[src/rtl/fifo_param_pkg.sv]
// Shared FIFO definitions: width helper, default geometries and the flag bundle.
// Imported by fifo_param and fifo_mem; holds no logic of its own.
package fifo_param_pkg;

   function automatic int clog2(input int value);
      int r;
      int v;
      r = 0;
      v = value - 1;
      while (v > 0) begin
         r = r + 1;
         v = v >> 1;
      end
      return r;
   endfunction

   localparam int DEF_DATA_WIDTH  = 8;
   localparam int DEF_DEPTH       = 16;
   localparam int UART_FIFO_WIDTH = 8;
   localparam int UART_FIFO_DEPTH = 16;
   localparam int GPIO_FIFO_WIDTH = 32;
   localparam int GPIO_FIFO_DEPTH = 8;

   typedef struct packed {
      logic empty;
      logic full;
      logic almost_empty;
      logic almost_full;
   } fifo_flags_t;

endpackage

[src/rtl/fifo_mem.sv]
// FIFO storage array: one synchronous write port, one asynchronous read port.
// Contents are deliberately not reset; the pointer logic never exposes stale words.
module fifo_mem
   import fifo_param_pkg::*;
#(
   parameter int DATA_WIDTH = DEF_DATA_WIDTH,
   parameter int DEPTH      = DEF_DEPTH,
   parameter int ADDR_W     = clog2(DEPTH)
) (
   input  logic                  clk,
   input  logic                  we_i,
   input  logic [ADDR_W-1:0]     waddr_i,
   input  logic [DATA_WIDTH-1:0] wdata_i,
   input  logic [ADDR_W-1:0]     raddr_i,
   output logic [DATA_WIDTH-1:0] rdata_o
);

   logic [DATA_WIDTH-1:0] mem_q [DEPTH];

   always_ff @(posedge clk) begin
      if (we_i) begin
         mem_q[waddr_i] <= wdata_i;
      end
   end

   assign rdata_o = mem_q[raddr_i];

endmodule

[src/rtl/fifo_param.sv]
// Single-clock FIFO with occupancy flags; registered or fall-through read, one-cycle write-to-visible latency.
// Writes to a full FIFO and reads from an empty one are dropped and flagged with one-cycle pulses.
module fifo_param
   import fifo_param_pkg::*;
#(
   parameter int DATA_WIDTH = DEF_DATA_WIDTH,
   parameter int DEPTH      = DEF_DEPTH,
   parameter int AF_LEVEL   = DEPTH - 2,
   parameter int AE_LEVEL   = 2,
   parameter int FWFT       = 0
) (
   input  logic                  clk,
   input  logic                  reset,
   input  logic                  writeEn,
   input  logic                  readEn,
   input  logic [DATA_WIDTH-1:0] dataIn,
   output logic [DATA_WIDTH-1:0] dataOut,
   output logic                  Empty,
   output logic                  Full,
   output logic                  AlmostEmpty,
   output logic                  AlmostFull,
   output logic [clog2(DEPTH):0] count,
   output logic                  Overflow,
   output logic                  Underflow
);

   localparam int ADDR_W = clog2(DEPTH);
   localparam int PTR_W  = ADDR_W + 1;
   localparam logic [PTR_W-1:0] FULL_CNT = PTR_W'(DEPTH);
   localparam logic [PTR_W-1:0] AF_CNT   = PTR_W'(AF_LEVEL);
   localparam logic [PTR_W-1:0] AE_CNT   = PTR_W'(AE_LEVEL);

   logic [PTR_W-1:0]      wptr_q, wptr_d;
   logic [PTR_W-1:0]      rptr_q, rptr_d;
   logic [DATA_WIDTH-1:0] dout_q, dout_d;
   logic                  ovf_q, ovf_d;
   logic                  udf_q, udf_d;
   logic [PTR_W-1:0]      occ;
   logic [DATA_WIDTH-1:0] rdata;
   logic                  rd_acc;
   logic                  wr_acc;
   fifo_flags_t           flags;

   // The extra pointer MSB distinguishes full from empty when the addresses match.
   assign occ = wptr_q - rptr_q;

   always_comb begin
      flags              = '0;
      flags.empty        = (occ == '0);
      flags.full         = (occ == FULL_CNT);
      flags.almost_empty = (occ <= AE_CNT);
      flags.almost_full  = (occ >= AF_CNT);
   end

   assign rd_acc = readEn && !flags.empty;
   assign wr_acc = writeEn && (!flags.full || rd_acc);

   always_comb begin
      wptr_d = wptr_q;
      rptr_d = rptr_q;
      dout_d = dout_q;
      ovf_d  = writeEn && !wr_acc;
      udf_d  = readEn && !rd_acc;
      if (wr_acc) begin
         wptr_d = wptr_q + PTR_W'(1);
      end
      if (rd_acc) begin
         rptr_d = rptr_q + PTR_W'(1);
      end
      // Fall-through mode tracks the head so the last shown word survives going empty.
      if (FWFT != 0) begin
         if (!flags.empty) begin
            dout_d = rdata;
         end
      end else if (rd_acc) begin
         dout_d = rdata;
      end
   end

   always_ff @(posedge clk or negedge reset) begin
      if (!reset) begin
         wptr_q <= '0;
         rptr_q <= '0;
         dout_q <= '0;
         ovf_q  <= 1'b0;
         udf_q  <= 1'b0;
      end else begin
         wptr_q <= wptr_d;
         rptr_q <= rptr_d;
         dout_q <= dout_d;
         ovf_q  <= ovf_d;
         udf_q  <= udf_d;
      end
   end

   fifo_mem #(
      .DATA_WIDTH (DATA_WIDTH),
      .DEPTH      (DEPTH),
      .ADDR_W     (ADDR_W)
   ) u_mem (
      .clk     (clk),
      .we_i    (wr_acc),
      .waddr_i (wptr_q[ADDR_W-1:0]),
      .wdata_i (dataIn),
      .raddr_i (rptr_q[ADDR_W-1:0]),
      .rdata_o (rdata)
   );

   assign dataOut     = ((FWFT != 0) && !flags.empty) ? rdata : dout_q;
   assign Empty       = flags.empty;
   assign Full        = flags.full;
   assign AlmostEmpty = flags.almost_empty;
   assign AlmostFull  = flags.almost_full;
   assign count       = occ;
   assign Overflow    = ovf_q;
   assign Underflow   = udf_q;

endmodule
[config.mk]
export PLATFORM = sky130hd
export DESIGN_NAME = fifo_param
export DESIGN_NICKNAME = d
export VERILOG_FILES = /design/src/rtl/fifo_param_pkg.sv /design/src/rtl/fifo_mem.sv /design/src/rtl/fifo_param.sv
export SDC_FILE = /design/constraint.sdc
export NUM_CORES = 1
export LEC_CHECK = 0
export ABC_AREA = 1
export CAP_MARGIN = 5
export CORE_MARGIN = 2
export CORE_UTILIZATION = 30
export DETAILED_ROUTE_END_ITERATION = 10
export SKIP_CTS_REPAIR_TIMING = 1
export SLEW_MARGIN = 15
export SYNTH_ARGS = -nofsm -noshare
export SYNTH_HDL_FRONTEND = slang
export SYNTH_SLANG_ARGS = --single-unit
[constraint.sdc]
create_clock -name clk -period 3.2 [get_ports clk]
set_clock_uncertainty 0.1 [all_clocks]
set_input_delay 0.64 -clock clk [delete_from_list [all_inputs] [get_ports clk]]
set_output_delay 0.64 -clock clk [all_outputs]
set_load 0.02 [all_outputs]
After elaboration in Yosys (flattened, before gate mapping)
Memories as Yosys holds them, arrays and structs flattened. A register that Yosys moved wholly into a read port is not among the register bits.
Cells that the tools add are included.
{"block": "word_totals", "reg_bits": 12, "mem_bits_rw": 128, "in_bits": 12, "n_memories": 1}
{"name": "u_mem.mem_q", "words": 16, "width": 8, "rd": 1, "rd_ports_with_merged_regs": 1, "write_ports": 1, "line": "fifo_mem.sv:18", "source": "logic [DATA_WIDTH-1:0] mem_q [DEPTH];"}
{"block": "classes", "add_sub_neg": 3, "magnitude_cmp": 2, "n_eq_ne": 1, "mux": 2, "n_reduce_logical": 11}
{"op": "$add 5x1->5 const B", "n": 2}
{"op": "$eq 5x5->1 const B", "n": 1}
{"op": "$ge 5x4->1 const B", "n": 1}
{"op": "$le 5x2->1 const B", "n": 1}
{"op": "$logic_not 1->1", "n": 5}
{"op": "$logic_not 5->1", "n": 1}
{"op": "$sub 5x5->5", "n": 1}
{"op": "$logic_and 1x1->1", "n": 4}
{"op": "$mux 1", "n": 2}
{"op": "$logic_or 1x1->1", "n": 1}

Depth between registers and ports, before layout
Gate-level depths: netlist of run 1.
{"block": "logic_depth", "word_depth": 8, "ltp_mapped": 14, "ltp_nobuf": 13}

Cells and area by module
A second synthesis of run 1 with hierarchy kept.
{"block": "hier_totals", "hier_cells": 690, "hier_area_um2": 6776.5}
{"module": "fifo_mem", "n_inst": 1, "cells_each": 543, "area_per_inst_um2": 5606.6, "seq_area_each_um2": 3843.7}
{"module": "fifo_param", "n_inst": 1, "cells_each": 147, "area_per_inst_um2": 1169.9, "seq_area_each_um2": 500.5}

Worst setup path before layout of run 1
OpenSTA, ideal clock, no wires.
{"block": "synth_path", "path_kind": "register to register", "startpoint": "register wptr_q[0]", "endpoint": "memory u_mem.mem_q[13][0] in the netlist's numbering, enable pin", "setup_time_ns": 0.370, "arrival_time_ns": 2.510, "t_required_ns": 2.730, "path_slack_ns": 0.219, "stages_incl_launch_ff": 10, "path_buffers": 1, "period_less_slack_ns": 2.981, "cell_sequence": "dfrtp_1 > inv_1 > ha_1 > fa_1 > xnor2_1 > nor2_4 > nand3_4 > nand2_4 > buf_6 > nor2_1"}
{"block": "synth_via", "elab_chain_cells": 8, "elab_cells_between_ends": 10, "classes_between": "1 x add/sub; 1 x eq/ne; 2 x mux; 6 x reduce/logical"}
{"item": "start: declaration", "line": "fifo_param.sv:33", "source": "logic [PTR_W-1:0] wptr_q, wptr_d;"}
{"item": "start signal: assignment", "line": "fifo_param.sv:88", "source": "wptr_q <= wptr_d;"}
{"item": "$sub 5x5->5 (*)", "line": "fifo_param.sv:45", "source": "assign occ = wptr_q - rptr_q;"}
{"item": "named net count[2]", "line": "fifo_param.sv:22", "source": "output logic [clog2(DEPTH):0] count,"}
{"item": "$logic_not 5->1", "line": "fifo_param.sv:49", "source": "flags.empty = (occ == '0);"}
{"item": "$logic_not 1->1", "line": "fifo_param.sv:55", "source": "assign rd_acc = readEn && !flags.empty;"}
{"item": "$logic_and 1x1->1", "line": "fifo_param.sv:55"}
{"item": "$logic_or 1x1->1 (*)", "line": "fifo_param.sv:56", "source": "assign wr_acc = writeEn && (!flags.full || rd_acc);"}
{"item": "$logic_and 1x1->1 (*)", "line": "fifo_param.sv:56"}
{"item": "$mux 1 (*)", "line": "fifo_mem.sv:21", "source": "if (we_i) begin"}
{"item": "$mux 1 (implied by the code) (*)", "line": "fifo_mem.sv:22", "source": "mem_q[waddr_i] <= wdata_i;"}
{"item": "end: declaration", "line": "fifo_mem.sv:18"}
The timed path passes the listed nets; every way through them passes the cells marked *.

Worst setup path after layout of run 1
{"block": "layout_path", "startpoint": "register wptr_q[2]", "endpoint": "output count[3]"}
{"block": "layout_via", "elab_chain_cells": 1}
{"item": "$sub 5x5->5", "line": "fifo_param.sv:45"}
{"item": "end: declaration", "line": "fifo_param.sv:22"}
Every way passes these cells.

==> results of run 1 <==
layout make-up:
type	count	area (sq um)
Clock buffer	19	433
Clock inverter	12	186
Fill cell	2098	13700
Inverter	39	146
Multi-Input combinational cell	432	1950
Sequential cell	148	4350
Tap cell	280	350
Timing Repair Buffer	60	526
how the worst max path moves through the flow:
stage	depth (start not counted)	startpoint	slack, ns	to
global placement	9	wptr_q[0]	0.13	Full
floorplan	9	wptr_q[0]	0.22	u_mem.mem_q[13][0]
CTS	8	wptr_q[0]	-0.35	AlmostEmpty
detailed placement	8	wptr_q[0]	0.1	AlmostEmpty
finish	5	wptr_q[2]	0.15	count[3]
global route	5	wptr_q[2]	0.04	count[3]
power breakdown:
part | leakage (nW) | total [W] | internal [W] | switching (W)
logic | 1.51 | 0.00323 | 0.00113 | 0.00211
clock network | 0.295 | 0.00210 | 0.00137 | 0.000735
registers | 1.41 | 0.00249 | 0.00237 | 0.000115
total | 3.21 | 0.00782 | 0.00487 | 0.00296
per-stage QoR:
stage	instance area [sq um]	std cells	hold WS, ns	power, W
after detailed placement	7300	958	0.366	0.00577
after global routing	7940	990	0.415	0.00835
after floorplan	6580	648	0.244	0.00466
after global placement	7300	958	0.368	0.00573
final	7940	990	0.373	0.00782
after CTS	7920	989	0.382	0.00789
sequential cells by signal, summed over array words and instances, names as in the netlist:
signal and flops:
Underflow 1, dataOut 8, u_mem.mem_q 128, rptr_q 5, Overflow 1, wptr_q 5
critical path, stage by stage (launching register included):
cell,delay (ns)
dfrtp_1,0.47
ha_1,0.40
a21oi_1,0.17
nand3_1,0.12
nand2_4,0.11
clkdlybuf4s50_1,0.61
layer usage:
metal	vias up	track usage (%)
li1	2230	-
met1	2106	17.4
met2	100	22.1
met3	16	3.11
met4	0	6.23
met5	-	0
cells in the final DEF (no fill, tap or decap), types with 3 or more instances in the layout:
cell type	netlist	final
nor2_1	96	96
bufinv_16	0	5
dlymetal6s2s_1	0	4
clkinv_1	2	5
clkdlybuf4s50_1	0	24
xor2_1	6	6
dfrtp_1	20	18
nand2_4	3	3
nand3_1	49	49
o21ai_0	41	41
ha_1	9	9
edfxtp_1	128	128
nand2_1	217	216
buf_4	1	30
clkbuf_16	0	17
inv_1	37	37
kinds of logic (layout without fill, tap and decap cells):
kind of cell	count (synthesis)	count (layout)	synth area share [%]
adder cells (fa/ha/maj)	10	10	2.01
buffers and inverters	68	130	4.56
flip-flops	148	148	66.0
AND/OR/NAND/NOR	372	372	23.2
XOR/XNOR	7	7	0.931
AO/OA/AOI/OAI	43	43	3.27
==> flow_summary.toml, run 1 <==
[setup_path]
r2r-start = "wptr_q[0]"
critPathKind = "reg2out"
start_kind = "flop"
crit_path_max_fanout = 8
reg2reg_to = "u_mem.mem_q[5][5]"
cp.arrival_ns = 2.31
end_kind = "output pin"
r2r_setup_slack_ns = 0.56
worstRegToRegCells = 13
crit_required_ns = 2.46

[final_layout]
n_antenna_cell = 0
final_util_pct = 36.6
post_route_cells_drive_above_1_share_pct = 10.0
layout.nets = 720
syn2layout_area_growth_pct = 20.6

[grt]
grt-ovfl-total = 0
antenna_found_initial = 0
grt_start_max_net_pins = 77
grt_pass1_vias = 4339
grt_use_total_pct = 13.6
grt_pass1_wl_um = 24200

[drt]
totalWireLength_um = 15100
met1_length_um = 6750
firstDrtPassIters = 4
wl_met3_um = 656
via_count = 4452
top_layer_used = "met4"
initialDrtViolationCount = 389
remaining_drc_errors = 0
wl_per_cell_um = 15.3
postRouteAntennaNets = 0
wl_met2_um = 7410
vias_per_cell = 4.50

[yosys]
synth_edf_count = 128
synthTopCellsByArea = "edfxtp_1, nand2_1, dfrtp_1"
synth_commonest_cells = "nand2_1, edfxtp_1, nor2_1, nand3_1, o21ai_0"
syn_area_sq_um = 6580
netlist-cell-type-count = 24
ys.flop_type = "edfxtp_1"
synthArstFlopShare_pct = 13.5
synth_area_per_cell_sq_um = 10.2
synth_warnings = 0
netlist_instances = 648
ys_seq_area_share_pct = 66.0
yosysTopAreaCell = "edfxtp_1"
synth-seq-cells = 148
synth_top_cell_area_share_pct = 58.4
syn-num-nets = 670
synth.most_common_cell = "nand2_1"

[worst_hold_path]
min_to = "dataOut[7]"
min_path_cells = 2
hp-start = "dataOut[7]"
min-delay-path-class = "reg2reg"

[placed_design]
gp_congestion = 0.812
place_hpwl_um = 9330
io_buffers = 30
pre_cts_ws_ns = 0.0966

[floorplanning]
io-pin-count = 31
rows = 54
dieHeight_um = 152
initial_core_util_pct = 30.4
die_area_sq_um = 23100
die_w_um = 152
design.core.area_sq_um = 21700

[pwr]
vdd_ir_drop_max_mv = 0.366
power_per_cell_area_nw_per_um2 = 985
cellLeakagePower_nw = 3.21

[clocking]
cts_buffer_depth = 2
cts_sinks = 148
clock_latency_ns = 0.41
htree_num_levels = 4
clockRootBuffer = "clkbuf_16"
numCtsBuffers = 17
cts_tree = "built"
path_clk_slew_ns = 0.06

[timing]
slew_headroom_pct = 44.7
max_freq_ghz = 0.328
drv_slew = 0
fin_crit_ns = 3.05
hold_viol = 0
rsz0062_at_grt = "no"
worst_slack_ns = 0.153
setup_viol = 0
fin_tns_setup_ns = 0
period_share_pct = 95.2
tightest_slew_ns = 0.830

[run]
cap_violations = 0

[run_status]
status = "complete, no violations"
Note: power is estimated with default switching activity, not from simulation.
==> run 2, diff against run 1 <==
--- a/config.mk
+++ b/config.mk
@@ -7,7 +7,8 @@
 export LEC_CHECK = 0
 export ABC_AREA = 1
 export CAP_MARGIN = 5
-export CORE_MARGIN = 2
+export CORE_ASPECT_RATIO = 0.9
+export CORE_MARGIN = 4
 export CORE_UTILIZATION = 30
 export DETAILED_ROUTE_END_ITERATION = 10
 export SKIP_CTS_REPAIR_TIMING = 1
==> run 2 against run 1 <==
Non-clock buffer count is 1 higher. Die area is 5.3% higher. Sequential power hardly changed. Critical path depth is 2 higher. Count of clock-buffer cells in the layout is 2 lower. Sequential share of layout area is 0.29 points higher. Final cell count is 1.3% higher. Wire length is 1.8% higher. Total power is 2.5% lower. Sequential cell count stayed put. Highest routed layer unchanged.
==> flow_summary.toml, run 2 (same netlist as run 1, synthesis figures left out) <==
[run_status]
status = "complete, no violations"

[final_layout]
syn2layout_area_growth_pct = 20.0
seq_area_sq_um = 4350
final_cells = 1003
layout.nets = 721
mostFrequentLayoutCells = "nand2_1, edfxtp_1, nor2_1"
largest_reg_flops = 128
n_antenna_cell = 0
multi_input_area_sq_um = 1950
fin_area_sq_um = 7900
final_common_cell = "nand2_1"
final_util_pct = 36.5
top_register = "u_mem.mem_q"
fillers = 2150
post_route_cells_drive_above_1_share_pct = 10.8

[grt]
grt_start_max_net_pins = 77
antenna_found_initial = 0
grt_use_total_pct = 13.3
grt_pass1_wl_um = 24400
grt-ovfl-total = 0
grt_pass1_vias = 4372

[setup_path]
end_kind = "output pin"
crit_path_max_fanout = 16
cp.arrival_ns = 2.33
r2r_setup_slack_ns = 0.57
worstRegToRegCells = 9
startpoint = "rptr_q[1]"
start_kind = "flop"
r2r-start = "rptr_q[0]"
reg2reg_to = "dataOut[7]"
crit_required_ns = 2.46
critPathKind = "reg2out"

[drt]
initialDrtViolationCount = 421
via_count = 4510
totalWireLength_um = 15400
wl_per_cell_um = 15.3
postRouteAntennaNets = 0
vias_per_cell = 4.50
remaining_drc_errors = 0
firstDrtPassIters = 6

[placed_design]
place_hpwl_um = 9860
gp_congestion = 0.806
post-place-cells = 970
placed_area_sq_um = 7330
io_buffers = 30

[clocking]
clock_latency_ns = 0.42
clockRootBuffer = "clkbuf_16"
numCtsBuffers = 17
cts_buffer_depth = 2
htree_num_levels = 4
cts_sinks = 148
cts_tree = "built"
path_clk_slew_ns = 0.06

[worst_hold_path]
min-delay-path-class = "reg2reg"
hp-start = "dataOut[2]"
min_to = "dataOut[2]"
min_path_cells = 2

[timing]
slew_headroom_pct = 44.0
setup_viol = 0
tightest_slew_ns = 0.841
drv_slew = 0
max_freq_ghz = 0.326
timing.hold.ws_ns = 0.380
fin_crit_ns = 3.07
rsz0062_at_grt = "no"
hold_viol = 0
period_share_pct = 95.9

[floorplanning]
io-pin-count = 31
die_area_sq_um = 24400
rows = 51
die_w_um = 164
dieHeight_um = 149
design.core.area_sq_um = 21600
initial_core_util_pct = 30.4

[run]
cap_violations = 0

[pwr]
cellLeakagePower_nw = 3.19
power_per_cell_area_nw_per_um2 = 966
vdd_ir_drop_max_mv = 0.435
[run 2: metal layers]
layer  GRT usage, %  vias up  wire (um)
met5              0        -          0
met4           5.03        0        283
met3           2.94       22        731
met2           19.9      118       6890
met1           18.8     2137       7470
li1               -     2233          -
[run 2: cell type report]
type	count	area share, %
timing repair buffer	61	6.91
sequential	148	55.0
inverter	39	1.85
tap	291	4.61
multi-input combinational	432	24.7
clock inverter	15	1.49
clock buffer	17	5.39
[run 2: per-stage QoR]
step / setup WS (ns) / power, W / TNS [ns]
2_1_floorplan: 0.219 / 0.00466 / 0
3_3_place_gp: 0.189 / 0.00580 / 0
6_report: 0.130 / 0.00763 / 0
5_1_grt: 0.00841 / 0.00816 / 0
3_5_place_dp: 0.157 / 0.00583 / 0
4_1_cts: -0.309 / 0.00766 / -1.38
[run 2: how the worst max path moves through the flow]
stage,end,slack (ns),cells past startpoint
floorplan,u_mem.mem_q[13][0],0.22,9
finish,count[3],0.13,7
global placement,Full,0.19,8
global route,count[3],0.008,7
detailed placement,Full,0.16,8
CTS,Full,-0.31,8
[run 2: power by group]
part | internal (W) | switching (W) | total [W]
sequential | 0.00237 | 0.000108 | 0.00248
clock | 0.00106 | 0.000769 | 0.00182
combinational | 0.00118 | 0.00215 | 0.00332
[run 2: worst max-delay path: stages (launching register included)]
cell             delay [ns]
dfrtp_2                0.38
buf_4                  0.21
inv_1                  0.08
ha_1                   0.31
nand3_1                0.09
nand3_1                0.12
nand2_4                0.11
clkdlybuf4s50_1        0.61
==> run 3, diff against run 2 <==
--- a/config.mk
+++ b/config.mk
@@ -11,6 +11,7 @@
 export CORE_MARGIN = 4
 export CORE_UTILIZATION = 30
 export DETAILED_ROUTE_END_ITERATION = 10
+export REMOVE_ABC_BUFFERS = 1
 export SKIP_CTS_REPAIR_TIMING = 1
 export SLEW_MARGIN = 15
 export SYNTH_ARGS = -nofsm -noshare
==> run 3 against run 2 <==
Total power grew 1.2%. Sequential power is essentially flat. Design area grew 0.17%. Critical path depth shrank 1. Clock power grew 4%. Sequential cell count is the same. Fmax shrank 2.1%. Hold slack lost 0.0032 ns. Core utilization grew 0.064 points. First-iteration DRC count shrank 31%. Combinational power is essentially flat. Largest cell class unchanged.
==> flow_summary.toml, run 3 (same netlist as run 1, synthesis figures left out) <==
[grt]
grt_use_total_pct = 12.8
grt_pass1_vias = 4256
grt-ovfl-total = 0
grt_start_max_net_pins = 77
antenna_found_initial = 0
grt_pass1_wl_um = 23700

[drt]
via_count = 4380
vias_per_cell = 4.37
totalWireLength_um = 14800
postRouteAntennaNets = 0
wl_per_cell_um = 14.7
remaining_drc_errors = 0
initialDrtViolationCount = 289
firstDrtPassIters = 5

[floorplanning]
initial_core_util_pct = 30.4
io-pin-count = 31
die_area_sq_um = 24400
rows = 51
design.core.area_sq_um = 21600
dieHeight_um = 149
die_w_um = 164

[setup_path]
end_kind = "output pin"
cp.arrival_ns = 2.40
r2r_setup_slack_ns = 0.53
crit_path_max_fanout = 3
critPathKind = "reg2out"
crit_required_ns = 2.46
start_kind = "flop"

[final_layout]
final_cells = 1003
post_route_cells_drive_above_1_share_pct = 10.3
mostFrequentLayoutCells = "nand2_1, edfxtp_1, nor2_1"
final_common_cell = "nand2_1"
n_antenna_cell = 0
layout.nets = 721
syn2layout_area_growth_pct = 20.2
largest_reg_flops = 128
top_register = "u_mem.mem_q"

[timing]
worst_slack_ns = 0.0625
fin_crit_ns = 3.14
hold_viol = 0
drv_slew = 0
setup_viol = 0
max_freq_ghz = 0.319
slew_headroom_pct = 45.7
period_share_pct = 98.0
tightest_slew_ns = 0.815
fin_tns_setup_ns = 0

[placed_design]
io_buffers = 30
post-place-cells = 968
place_hpwl_um = 9160
pre_cts_ws_ns = 0.0964
gp_congestion = 0.800

[pwr]
power_frac_clock_pct = 24.5
totalPowerFinal_w = 0.00772
power_per_cell_area_nw_per_um2 = 976
power.share.switching_pct = 39.2
intPower_w = 0.00470
cellLeakagePower_nw = 3.20
vdd_ir_drop_max_mv = 0.592
combPwrFrac_pct = 43.3
switchingPower_w = 0.00303
pwr-share-seq_pct = 32.2

[worst_hold_path]
min-delay-path-class = "reg2reg"

[clocking]
numCtsBuffers = 17
clock_latency_ns = 0.42
cts_sinks = 148
clockRootBuffer = "clkbuf_16"
cts_buffer_depth = 2
htree_num_levels = 4
cts_tree = "built"
path_clk_slew_ns = 0.06

[run_status]
status = "complete, no violations"

[run]
cap_violations = 0
[run 3: cell count changes in the layout (fill, tap and decap cells not counted), moves of 2 or more]
cell / previous run / this run
clkinv_2: 7 / 4
clkinv_4: 3 / 1
clkbuf_1: 0 / 2
inv_6: 0 / 2
[run 3: worst paths after layout]
| path | start | depth (start not counted) | to |
|---|---|---|---|
| worst max-delay path | wptr_q[0] | 6 | count[2] |
| max in group asynchronous | reset | 2 | rptr_q[0] |
| worst min register to register | dataOut[6] | 2 | dataOut[6] |
| worst min-delay path | dataOut[6] | 2 | dataOut[6] |
| worst max register to register | wptr_q[0] | 13 | u_mem.mem_q[0][2] |
| min in group asynchronous | reset | 2 | dataOut[7] |
[run 3: metrics by stage]
| stage | util [%] | cell area (sq um) | hold slack, ns |
|---|---|---|---|
| after global placement | 33.8 | 7300 | 0.368 |
| after CTS | 36.4 | 7870 | 0.383 |
| final | 36.6 | 7910 | 0.377 |
| after global routing | 36.6 | 7910 | 0.396 |
| after floorplan | - | 6430 | 0.244 |
| after detailed placement | 33.8 | 7300 | 0.367 |
[run 3: cell type report]
| class | count | area, sq um |
|---|---|---|
| timing repair buffer | 61 | 538 |
| clock inverter | 13 | 133 |
| tap | 291 | 364 |
| clock buffer | 19 | 433 |
| sequential | 148 | 4350 |
| inverter | 39 | 146 |
| multi-input combinational | 432 | 1950 |
| fill | 2140 | 13700 |
[run 3: routing by layer]
layer	up-vias	GRT usage, %	share of wire [%]
met1	2046	17.4	47
li1	2234	-	-
met2	84	20.2	47
met4	0	4.70	1.4
met3	16	2.83	4.2
met5	-	0	0
[run 3: power by group through the flow]
| stage | registers [W] | logic, W | clock network [W] |
|---|---|---|---|
| global route | 0.00251 | 0.00376 | 0.00203 |
| global placement | 0.00252 | 0.00324 | 0 |
| floorplan | 0.00273 | 0.00182 | 0 |
| CTS | 0.00249 | 0.00328 | 0.00193 |
| finish | 0.00248 | 0.00335 | 0.00189 |
| detailed placement | 0.00253 | 0.00326 | 0 |
[run 3: critical path, cell delays in order (launching register included)]
cell and delay (ns):
dfrtp_1 0.36, inv_1 0.07, ha_1 0.21, fa_2 0.38, xnor2_2 0.22, buf_4 0.14
clkdlybuf4s50_1 0.60
